--- config.mk ---
export PLATFORM = sky130hd
export DESIGN_NAME = dcache
export DESIGN_NICKNAME = d
export VERILOG_FILES = /design/src/rtl/dcache_pkg.sv /design/src/rtl/dcache_ctrl.sv /design/src/rtl/dcache.sv
export SDC_FILE = /design/constraint.sdc
export NUM_CORES = 1
export LEC_CHECK = 0
export CAP_MARGIN = 20
export CORE_UTILIZATION = 30
export CTS_CLUSTER_DIAMETER = 120
export DETAILED_ROUTE_END_ITERATION = 7
export PLACE_DENSITY_LB_ADDON = 0.15
export SLEW_MARGIN = 20
export SYNTH_ARGS = -nofsm -noshare
export SYNTH_HDL_FRONTEND = slang
export SYNTH_SLANG_ARGS = --single-unit
--- constraint.sdc ---
create_clock -name CLK -period 3.3 [get_ports CLK]
set_input_delay 0.66 -clock CLK [delete_from_list [all_inputs] [get_ports CLK]]
set_output_delay 0.66 -clock CLK [all_outputs]
set_load 0.05 [all_outputs]
--- src/rtl/dcache_pkg.sv ---
// Shared geometry, FSM encoding and byte-select helper for the 8-line x 4-byte
// direct-mapped write-back data cache.
package dcache_pkg;
   localparam int TAG_W    = 3;
   localparam int INDEX_W  = 3;
   localparam int OFFSET_W = 2;
   localparam int BLOCK_W  = 32;
   localparam int LINES    = 1 << INDEX_W;

   typedef enum logic [1:0] {
      IDLE      = 2'd0,
      WRITEBACK = 2'd1,
      FETCH     = 2'd2,
      UPDATE    = 2'd3
   } state_t;

   function automatic logic [7:0] get_byte(input logic [BLOCK_W-1:0] blk,
                                           input logic [OFFSET_W-1:0] off);
      return blk[{off, 3'b000} +: 8];
   endfunction
endpackage

--- src/rtl/dcache_ctrl.sv ---
// Miss-handling FSM: sequences optional write-back, block fetch and line update.
// Memory strobes are registered so they come straight from flops.
module dcache_ctrl
   import dcache_pkg::*;
(
   input  logic   clk,
   input  logic   rst,
   input  logic   req,
   input  logic   hit,
   input  logic   line_dirty,
   input  logic   mem_busywait,
   output state_t state,
   output logic   mem_read,
   output logic   mem_write,
   output logic   busywait
);
   state_t state_q, state_d;
   logic   mem_read_q, mem_read_d;
   logic   mem_write_q, mem_write_d;

   always_comb begin
      state_d     = state_q;
      mem_read_d  = 1'b0;
      mem_write_d = 1'b0;
      case (state_q)
         IDLE: begin
            if (req && !hit) begin
               if (line_dirty) begin
                  state_d     = WRITEBACK;
                  mem_write_d = 1'b1;
               end else begin
                  state_d    = FETCH;
                  mem_read_d = 1'b1;
               end
            end
         end
         WRITEBACK: begin
            // Strobe hand-off to the fetch happens on the same edge the write completes.
            if (!mem_busywait) begin
               state_d    = FETCH;
               mem_read_d = 1'b1;
            end else begin
               mem_write_d = 1'b1;
            end
         end
         FETCH: begin
            if (!mem_busywait) state_d = UPDATE;
            else               mem_read_d = 1'b1;
         end
         UPDATE:  state_d = IDLE;
         default: state_d = IDLE;
      endcase
   end

   always_ff @(posedge clk or posedge rst) begin
      if (rst) begin
         state_q     <= IDLE;
         mem_read_q  <= 1'b0;
         mem_write_q <= 1'b0;
      end else begin
         state_q     <= state_d;
         mem_read_q  <= mem_read_d;
         mem_write_q <= mem_write_d;
      end
   end

   assign state     = state_q;
   assign mem_read  = mem_read_q;
   assign mem_write = mem_write_q;
   assign busywait  = (state_q != IDLE) || (req && !hit);
endmodule

--- src/rtl/dcache.sv ---
// Direct-mapped, write-back, write-allocate data cache: 8 lines of 4 bytes.
// Storage arrays and hit logic live here; miss sequencing is in dcache_ctrl.
module dcache
   import dcache_pkg::*;
(
   input  logic                CLK,
   input  logic                RESET,
   input  logic                READ,
   input  logic                WRITE,
   input  logic [7:0]          ADDRESS,
   input  logic [7:0]          WRITEDATA,
   output logic [7:0]          READDATA,
   output logic                BUSYWAIT,
   output logic                MEM_READ,
   output logic                MEM_WRITE,
   output logic [5:0]          MEM_ADDRESS,
   output logic [BLOCK_W-1:0]  MEM_WRITEDATA,
   input  logic [BLOCK_W-1:0]  MEM_READDATA,
   input  logic                MEM_BUSYWAIT
);
   logic [TAG_W-1:0]    tag;
   logic [INDEX_W-1:0]  idx;
   logic [OFFSET_W-1:0] off;

   assign tag = ADDRESS[7:5];
   assign idx = ADDRESS[4:2];
   assign off = ADDRESS[1:0];

   logic [BLOCK_W-1:0] data_q [LINES];
   logic [BLOCK_W-1:0] data_d [LINES];
   logic [TAG_W-1:0]   tag_q  [LINES];
   logic [TAG_W-1:0]   tag_d  [LINES];
   logic [LINES-1:0]   valid_q, valid_d;
   logic [LINES-1:0]   dirty_q, dirty_d;
   logic [BLOCK_W-1:0] fetch_q, fetch_d;

   logic   hit;
   logic   req;
   state_t state;

   assign req = READ || WRITE;
   assign hit = valid_q[idx] && (tag_q[idx] == tag);

   dcache_ctrl u_ctrl (
      .clk          (CLK),
      .rst          (RESET),
      .req          (req),
      .hit          (hit),
      .line_dirty   (dirty_q[idx]),
      .mem_busywait (MEM_BUSYWAIT),
      .state        (state),
      .mem_read     (MEM_READ),
      .mem_write    (MEM_WRITE),
      .busywait     (BUSYWAIT)
   );

   assign MEM_ADDRESS   = (state == WRITEBACK) ? {tag_q[idx], idx} : ADDRESS[7:2];
   assign MEM_WRITEDATA = data_q[idx];
   assign READDATA      = get_byte(data_q[idx], off);

   always_comb begin
      data_d  = data_q;
      tag_d   = tag_q;
      valid_d = valid_q;
      dirty_d = dirty_q;
      fetch_d = fetch_q;
      if (state == FETCH && !MEM_BUSYWAIT) fetch_d = MEM_READDATA;
      if (state == UPDATE) begin
         data_d[idx]  = fetch_q;
         tag_d[idx]   = tag;
         valid_d[idx] = 1'b1;
         dirty_d[idx] = 1'b0;
      end else if (state == IDLE && WRITE && hit) begin
         // WRITE wins when READ is also asserted; a read never modifies the line.
         data_d[idx][{off, 3'b000} +: 8] = WRITEDATA;
         dirty_d[idx] = 1'b1;
      end
   end

   always_ff @(posedge CLK or posedge RESET) begin
      if (RESET) begin
         valid_q <= '0;
         dirty_q <= '0;
      end else begin
         valid_q <= valid_d;
         dirty_q <= dirty_d;
      end
   end

   always_ff @(posedge CLK) begin
      data_q  <= data_d;
      tag_q   <= tag_d;
      fetch_q <= fetch_d;
   end
endmodule

* Yosys cells after proc, flatten, opt, wreduce, memory -nomap -nowiden
Index checks and enable logic that the tools add are counted.
** Cells by class
- $add $sub $neg :: 1
- Order comparisons :: 4
- Eq/ne operators :: 7
- Shift operators :: 3
- Muxes and demuxes :: 39
- Bitwise logic cells :: 5
- Reduce and logical (&&, ||, !) cells :: 15
** Operator list (count)
- bitwise mux 256 bit :: 2
- 2-to-1 mux 256 bit :: 2
- demux 32 bit (select 3 bit) :: 2
- 2-to-1 mux 32 bit :: 4
- binary-select mux 32 bit (select 3 bit) :: 1
- variable shift 8 x 7 -> 32 bit, first input constant :: 1
- variable part select 32 x 6 -> 8 bit :: 1
- variable part select 8 x 7 -> 32 bit :: 1
- bitwise mux 24 bit :: 1
- 2-to-1 mux 8 bit :: 2
- bitwise OR 8 bit :: 2
- binary-select mux 3 bit (select 3 bit) :: 1
- demux 3 bit (select 3 bit) :: 1
- 2-to-1 mux 1 bit :: 9
- 2-to-1 mux 3 bit :: 3
- AND 8 bit :: 1
- 2-to-1 mux 2 bit :: 4
- inverter 8 bit :: 1
- one-hot mux 2 bit (4 select lines) :: 1
- logical AND 1 bit :: 7
- negator 5 -> 7 bit :: 1
- binary-select mux 1 bit (select 3 bit) :: 2
- 2-to-1 mux 6 bit :: 1
- equality test 2 bit, second input constant :: 2
- 17 further kinds :: 21
** Word-level totals
- Register bits :: 332
- Input port bits :: 53
- Output and inout bits :: 49

* Longest topological paths before layout
Gate-level depths: netlist of run 1.
- Word-level depth :: 10
- Mapped depth :: 11
- Depth with buffers taken out :: 7

* By module
From an unflattened synthesis of run 1, not the netlist that was laid out.
** Unflattened totals
- Cell total of the unflattened synthesis :: 1387
- Area, all modules :: 16100.4 um2
** By module, submodules not included
- dcache :: times used 1, cells each 1360, area an instance 15806.4 um2
- dcache_ctrl :: times used 1, cells each 27, area an instance 294.0 um2

* Worst setup path after synthesis of run 1
Ideal clock, no wire load.
- Path type :: input to output
- Start point :: input port ADDRESS[4]
- End point :: output port READDATA[7]
- Data arrival time :: 3.491 ns
- Slack :: -0.851 ns
- Stages :: 9
- Buffers on the path :: 5
- Path through :: buf_2 buf_4 buf_2 buf_4 nor2_1 buf_2 a221oi_1 o21ai_0 mux4_2
** On the way
- Longest elaborated chain between the ends :: 5
** Ends and longest elaborated chain
- from (decl) :: RTL line dcache.sv:10 : input logic [7:0] ADDRESS,
- inverter 3 -> 4 bit
- binary-select mux 32 bit (select 3 bit)
- 2-to-1 mux 32 bit (2 in a row)
- via MEM_WRITEDATA[31] :: RTL line dcache.sv:17 : output logic [BLOCK_W-1:0] MEM_WRITEDATA,
- variable part select 32 x 6 -> 8 bit :: RTL line dcache_pkg.sv:19 : return blk[{off, 3'b000} +: 8];
- to (decl) :: RTL line dcache.sv:12 : output logic [7:0] READDATA,
The timed path passes the listed nets, and every way through them passes these cells. The select of a mux whose other input is x is not followed.

* Worst setup path after layout of run 1
- Start point :: input port ADDRESS[2]
- End point :: output port READDATA[4]
** On the way
- Longest elaborated chain between the ends :: 5
** Ends and longest elaborated chain
- inverter 3 -> 4 bit (implied by the code) :: RTL line dcache.sv:59 : assign READDATA = get_byte(data_q[idx], off);
- binary-select mux 32 bit (select 3 bit) :: RTL line dcache.sv:59
- 2-to-1 mux 32 bit (implied by the code) (2 in a row) :: RTL line dcache.sv:59
- variable part select 32 x 6 -> 8 bit :: RTL line dcache_pkg.sv:19
Every way passes these cells. The select of a mux whose other input is x is not followed.

==> reports/summary.txt, run 1 <==
Outcome: complete, but fails checks
Violated checks: negative setup slack
M1 wire length: 28.2 mm
CTS buffer count: 39
Die ar.: 53300 µm²
Max rail drop VDD: 0.252 mV
Congestion Overflow GR: 0
Number of max-cap violations: 0
Hold Startpoint: valid_q[4]$_DFFE_PP0P_
HPWL Detailed: 44.1 mm
Largest family of logic cells by synthesized area: compound AO/OA/AOI/OAI gates
Worst slack at placement: -0.277 ns
FP Rows: 83
Startpoint types: input pin
Core area: 51500 µm²
Part of the power in registers: 0.438
Number of global-route vias before repair: 12396
Most frequent cells in the layout: 312 x edfxtp_1, 288 x nand2_1, 245 x buf_4
Psw: 0.00329 W
Syn Nets: 1410
Leak pwr: 7.90 nW
Initial antenna violation count: 1
RSZ-0062 raised after global routing: yes
Final nets: 1706
Drt wl/cell: 27.2 µm
Seq cells post-synth: 332
Minimum clock period: 3.31 ns
Final WL: 63.9 mm
Seq/Total Area, Yosys: 0.628
Pint: 0.00817 W
Post-route ant nets: 0
Initial Utilization: 0.305
CTS HTree Levels: 2
Clock-pin slew on the worst setup and hold paths: 0.05 ns
Switch share: 0.287
R2R Path Start: u_ctrl.state[0]$_DFFE_PP0P_
Final hold vios: 0
Synth Area in Adders: 0.00717
Detailed-route via count: 12703
Yosys warning total: 0
Die height: 231 µm
Syn Area/Cell: 11.7 µm²
Async S/R FF share, synth: 0.0602
Die span in x: 231 µm
Port bufs: 101
Global-route wire length before repair: 90.1 mm
Period utilisation layout: 1.00
Placed Cells incl. Taps: 2259
Clock share of power: 0.370
Post-Synth XOR/XNOR Area: 0.00167
Met2 wire length: 28.7 mm
CP Max Fanout: 8
Mux contribution to synthesized area: 0.0626
Num ports: 102
PwrDens: 535 nW/µm²
Final GP Congestion: 0.886
Layout cell share with drive strength beyond 1: 0.309
Vias per Instance: 5.41
Crit path capture type: output pin
Slew HR: 0.366
Arrival time worst endpoint: 2.65 ns
Logic pwr share: 0.192
Commonest non-fill, non-tap cell in the layout: edfxtp_1
Post-synthesis compound-gate area fraction: 0.148
GRT Overall Usage: 0.239
Post-route worst setup slack: -0.0110 ns
Final Skew: 0.0139 ns
Post-synthesis instance area: 15700 µm²
Main flop type after synthesis: edfxtp_1
DR DRC count: 0
Max-slew violation count: 0
Synth Area in Simple Gates: 0.113
Highest routed metal layer: met5
Root buf cell: clkbuf_16
Worst min-delay path class: reg2reg
Critical path class: in2out
CTS hold repair buffers: 0
Required @ worst endpoint: 2.64 ns
P&R area growth vs syn: 36.3%
Iteration-0 DRC Markers: 1343
CTS tree: built
Largest net degree at the start of global routing: 34
Worst-skew pair later-pin latency: 0.56 ns
DR WL met3: 5.02 mm
Max clock buf depth: 3
Slew @ Worst Pin: 0.951 ns
Count of cell types in the netlist: 64
Crit. Startpoint: ADDRESS[2]
Clk sink count: 332
Achievable frequency: 0.302 GHz
Mapped Cells: 1348
Drt pass-1 iters: 5
Finished Layout Cells: 2349
Final setup viols: 2
Number of diodes: 0
Number of flops mapped to enable cells by yosys: 312
-- cell type report --
cell class / count / area, µm²
repair buffers: 360 / 3560
fillers: 4940 / 30100
clock buffers: 54 / 1070
multi-input cells: 890 / 5850
flip-flops and latches: 332 / 9870
inverters: 21 / 80.1
well taps: 680 / 851
clock inverters: 12 / 133
-- power groups by stage --
stage	registers [W]	logic, W	clock network (W)
after global routing	0.00504	0.00233	0.00446
after global placement	0.00510	0.00213	0
after detailed placement	0.00510	0.00214	0
after CTS	0.00502	0.00218	0.00429
final	0.00502	0.00220	0.00424
after floorplan	0.00501	0.00116	0
-- per-layer routing --
layer  up-vias  track usage
li1       5598            -
met1      6377        0.339
met3       111       0.0452
met2       615        0.365
met5         -            0
met4         2       0.0782
-- synthesized netlist by cell type (all sizes together), types with 5 or more instances --
cell	number	area, µm²
o221ai	5	43.8
edfxtp	312	9370
inv	17	63.8
ha	9	113
o31ai	9	108
mux2	22	248
o21ai	243	1220
and3	5	31.3
mux2i	16	173
nand2b	5	31.3
a221oi	34	298
nand3	8	40.0
nand2	290	1090
nor2	100	378
dfrtp	20	500
a22oi	43	323
a21oi	16	80.1
a22o	7	61.3
buf	57	353
nor2b	5	31.3
mux4	25	563
clkbuf	48	186
-- cells by family after synthesis --
group / after synthesis
XOR/XNOR: 3
flip-flops: 332
AND/OR/NAND/NOR: 435
buffers and inverters: 126
adder cells (fa/ha/maj): 9
multiplexers: 63
AO/OA/AOI/OAI: 380
-- final timing paths --
path                            slack, ns  depth (start not counted)                           to
max in group asynchronous            2.22                          2                    async pin
worst min register to register       0.44                          2       valid_q[4]$_DFFE_PP0P_
worst min-delay path                 0.44                          2       valid_q[4]$_DFFE_PP0P_
worst max-delay path                -0.01                          7                  READDATA[4]
min in group asynchronous            0.57                          2  u_ctrl.state[1]$_DFFE_PP0P_
worst max register to register       0.44                          6        data_q[169]$_DFFE_PP_
-- critical path, stage by stage --
cell and delay, ns:
buf_8 0.12, buf_6 0.13, buf_12 0.14, mux4_2 0.51
mux2_4 0.32, mux4_2 0.56, buf_12 0.19
-- metrics by stage --
stage / TNS (ns) / cell area, µm² / power (W) / utilization / hold WS (ns)
finish: -0.0134 / 21400 / 0.0115 / 0.416 / 0.440
global route: -0.0919 / 21400 / 0.0118 / 0.416 / 0.461
CTS: -0.00465 / 21200 / 0.0115 / 0.412 / 0.443
detailed placement: -9.55 / 19700 / 0.00724 / 0.383 / 0.430
global placement: -6.48 / 19700 / 0.00723 / 0.383 / 0.421
floorplan: -0.198 / 16200 / 0.00617 / - / 0.411
-- registers in the layout (all words and copies together) (netlist names), named ones only --
signal,cells
data_q,256
fetch_q,32
u_ctrl.mem_read,1
tag_q,24
valid_q,8
u_ctrl.state,2
u_ctrl.mem_write,1
-- timing repair --
item / CTS / global route
endpoints found under the setup margin: 9 / 9
gates resized for setup: 36 / 24
buffers inserted: 13 / 11
pin swaps: 3 / 8
(Power assumes the default switching activity.)
==> run 2, diff against run 1 <==
--- a/config.mk
+++ b/config.mk
@@ -10,7 +10,7 @@
 export CTS_CLUSTER_DIAMETER = 120
 export DETAILED_ROUTE_END_ITERATION = 7
 export PLACE_DENSITY_LB_ADDON = 0.15
-export SLEW_MARGIN = 20
+export SLEW_MARGIN = 30
 export SYNTH_ARGS = -nofsm -noshare
 export SYNTH_HDL_FRONTEND = slang
 export SYNTH_SLANG_ARGS = --single-unit
==> results of run 2 <==
Final layout, timing and power as in run 1 (identical DEF).
==> run 3, diff against run 2 <==
--- a/config.mk
+++ b/config.mk
@@ -10,6 +10,7 @@
 export CTS_CLUSTER_DIAMETER = 120
 export DETAILED_ROUTE_END_ITERATION = 7
 export PLACE_DENSITY_LB_ADDON = 0.15
+export SKIP_CTS_REPAIR_TIMING = 1
 export SLEW_MARGIN = 30
 export SYNTH_ARGS = -nofsm -noshare
 export SYNTH_HDL_FRONTEND = slang
==> run 3 against run 2 <==
  * Setup slack lost 0.058 ns
  * Register-to-register slack hardly changed
  * The flow still finishes with violations (negative setup slack)
  * Combinational power is essentially flat
  * Critical endpoint is now READDATA[6]
  * Clock-buffer cell count did not move
  * Power hardly changed
  * Maximum frequency shrank 1.7%
  * Global-route usage about the same
  * Die area did not move
  * Largest power group unchanged
  * Clock skew about the same
==> reports/summary.txt, run 3 (synthesized netlist as in run 1, its figures left out) <==
Final WL: 64.0 mm (+0.16%)
Psw: 0.00329 W (+0.10%)
Crit path capture type: output pin
Arrival time worst endpoint: 2.71 ns (+0.06 ns)
Final Total Pwr: 0.0115 W (about the same)
Worst-skew pair later-pin latency: 0.56 ns (about the same)
Drt wl/cell: 27.2 µm (about the same)
DP Area: 19700 µm² (unchanged)
Clock-pin slew on the worst setup and hold paths: 0.05 ns (about the same)
Vias per Instance: 5.43 (+0.48%)
FP Rows: 83 (unchanged)
Part of the power in registers: 0.438 (about the same)
Setup TNS: -0.159 ns (-0.146 ns)
Number of global-route vias before repair: 12342 (-0.44%)
M1 wire length: 28.0 mm (-0.61%)
Final GP Congestion: 0.886 (unchanged)
Most frequent cells in the layout: 312 x edfxtp_1, 288 x nand2_1, 248 x buf_4
Logic pwr share: 0.192 (about the same)
Commonest non-fill, non-tap cell in the layout: edfxtp_1
DR WL met3: 5.39 mm (+7.2%)
Max rail drop VDD: 0.223 mV (-12%)
Final Skew: 0.0142 ns (+0.000310 ns)
Die height: 231 µm (unchanged)
Port bufs: 101 (unchanged)
Largest net degree at the start of global routing: 34 (unchanged)
Final setup viols: 5 (+3)
CP Max Fanout: 8 (unchanged)
P&R area growth vs syn: 36.3% (unchanged)
Met2 wire length: 28.5 mm (-0.57%)
Max-slew violation count: 0 (unchanged)
Num ports: 102 (unchanged)
GRT Overall Usage: 0.238 (-0.000483)
Initial antenna violation count: 1 (unchanged)
Die ar.: 53300 µm² (unchanged)
Slew @ Worst Pin: 0.962 ns (+0.0106 ns)
Leak pwr: 7.91 nW (+0.10%)
Largest regs: data_q (256), fetch_q (32), tag_q (24)
Pint: 0.00817 W (about the same)
Max clock buf depth: 3 (unchanged)
Critical path class: in2out
Slew HR: 0.359 (-0.00709)
Congestion Overflow GR: 0 (unchanged)
Required @ worst endpoint: 2.64 ns (about the same)
Switch share: 0.287 (about the same)
Number of diodes: 0 (unchanged)
Iteration-0 DRC Markers: 1221 (-9.1%)
CTS HTree Levels: 2 (unchanged)
Global-route wire length before repair: 89.8 mm (-0.25%)
Worst slack at placement: -0.277 ns (unchanged)
CTS tree: built
Drt pass-1 iters: 5 (unchanged)
Violated checks: negative setup slack
Clock share of power: 0.370 (about the same)
Startpoint types: input pin
Layout Utilization: 0.416 (unchanged)
Highest routed metal layer: met5
Post-route worst setup slack: -0.0687 ns (-0.0577 ns)
Post-route cell area: 21400 µm² (unchanged)
Outcome: complete, but fails checks
Period utilisation layout: 1.02 (+0.0175)
Clk sink count: 332 (unchanged)
Initial Utilization: 0.305 (unchanged)
Final nets: 1709 (+0.18%)
FILL cells: 4933 (-0.14%)
Root buf cell: clkbuf_16
Max reg flops: 256 (unchanged)
Die span in x: 231 µm (unchanged)
Post-route ant nets: 0 (unchanged)
RSZ-0062 raised after global routing: yes
CTS buffer count: 39 (unchanged)
HPWL Detailed: 44.1 mm (unchanged)
Achievable frequency: 0.297 GHz (-1.7%)
Minimum clock period: 3.37 ns (+0.0577 ns)
Layout cell share with drive strength beyond 1: 0.309 (about the same)
Worst min-delay path class: reg2reg
PwrDens: 535 nW/µm² (about the same)
Detailed-route via count: 12780 (+0.61%)
Core area: 51500 µm² (unchanged)
Number of max-cap violations: 0 (unchanged)
DR DRC count: 0 (unchanged)
Final hold vios: 0 (unchanged)
Biggest register: data_q
[run 3: changes by cell type in the layout (fill, tap and decap cells not counted), moves of 2 or more]
| cell | change |
|---|---|
| a221oi_4 | -2 |
| a221oi_1 | +2 |
| a22oi_2 | -2 |
| a22oi_1 | +2 |
| nor2_4 | +2 |
| buf_4 | +3 |
[run 3: cell type report]
type                    instances  area (µm²)  area share
flip-flops and latches        332        9870       0.461
inverters                      21        82.6     0.00386
repair buffers                363        3580       0.167
well taps                     680         851      0.0397
multi-input cells             890        5820       0.272
clock buffers                  54        1070      0.0502
clock inverters                12         133     0.00619
[run 3: final timing paths]
path	start	end	slack, ns	depth (start not counted)
max in group asynchronous	RESET	valid_q[3]$_DFFE_PP0P_	2.22	2
min in group asynchronous	RESET	u_ctrl.state[1]$_DFFE_PP0P_	0.57	2
min reg2reg	valid_q[4]$_DFFE_PP0P_	valid_q[4]$_DFFE_PP0P_	0.44	2
max reg2reg	u_ctrl.state[0]$_DFFE_PP0P_	data_q[169]$_DFFE_PP_	0.44	6
max	ADDRESS[3]	READDATA[6]	-0.07	9
min	valid_q[4]$_DFFE_PP0P_	valid_q[4]$_DFFE_PP0P_	0.44	2
[run 3: power by group through the flow]
stage          logic, W  clock network [W]  registers [W]
6_report        0.00220            0.00424        0.00502
5_1_grt         0.00233            0.00446        0.00504
4_1_cts         0.00215            0.00429        0.00502
3_5_place_dp    0.00214                  0        0.00510
3_3_place_gp    0.00213                  0        0.00510
2_1_floorplan   0.00116                  0        0.00501
[run 3: routing by layer]
metal,vias up,GRT usage
met3,112,0.0456
met4,2,0.0766
li1,5597,-
met5,-,0
met2,640,0.365
met1,6429,0.338
[run 3: critical path, stage by stage]
cell	delay, ns
buf_12	0.11
buf_8	0.11
buf_12	0.13
buf_8	0.14
mux4_2	0.53
nor2_4	0.15
o21ai_4	0.12
mux4_2	0.56
buf_12	0.19
[run 3: through the flow]
step	hold WS, ns	instances
4_1_cts	0.443	2325
5_1_grt	0.461	2352
6_report	0.442	2352
2_1_floorplan	0.411	1348
3_3_place_gp	0.421	2259
3_5_place_dp	0.430	2259
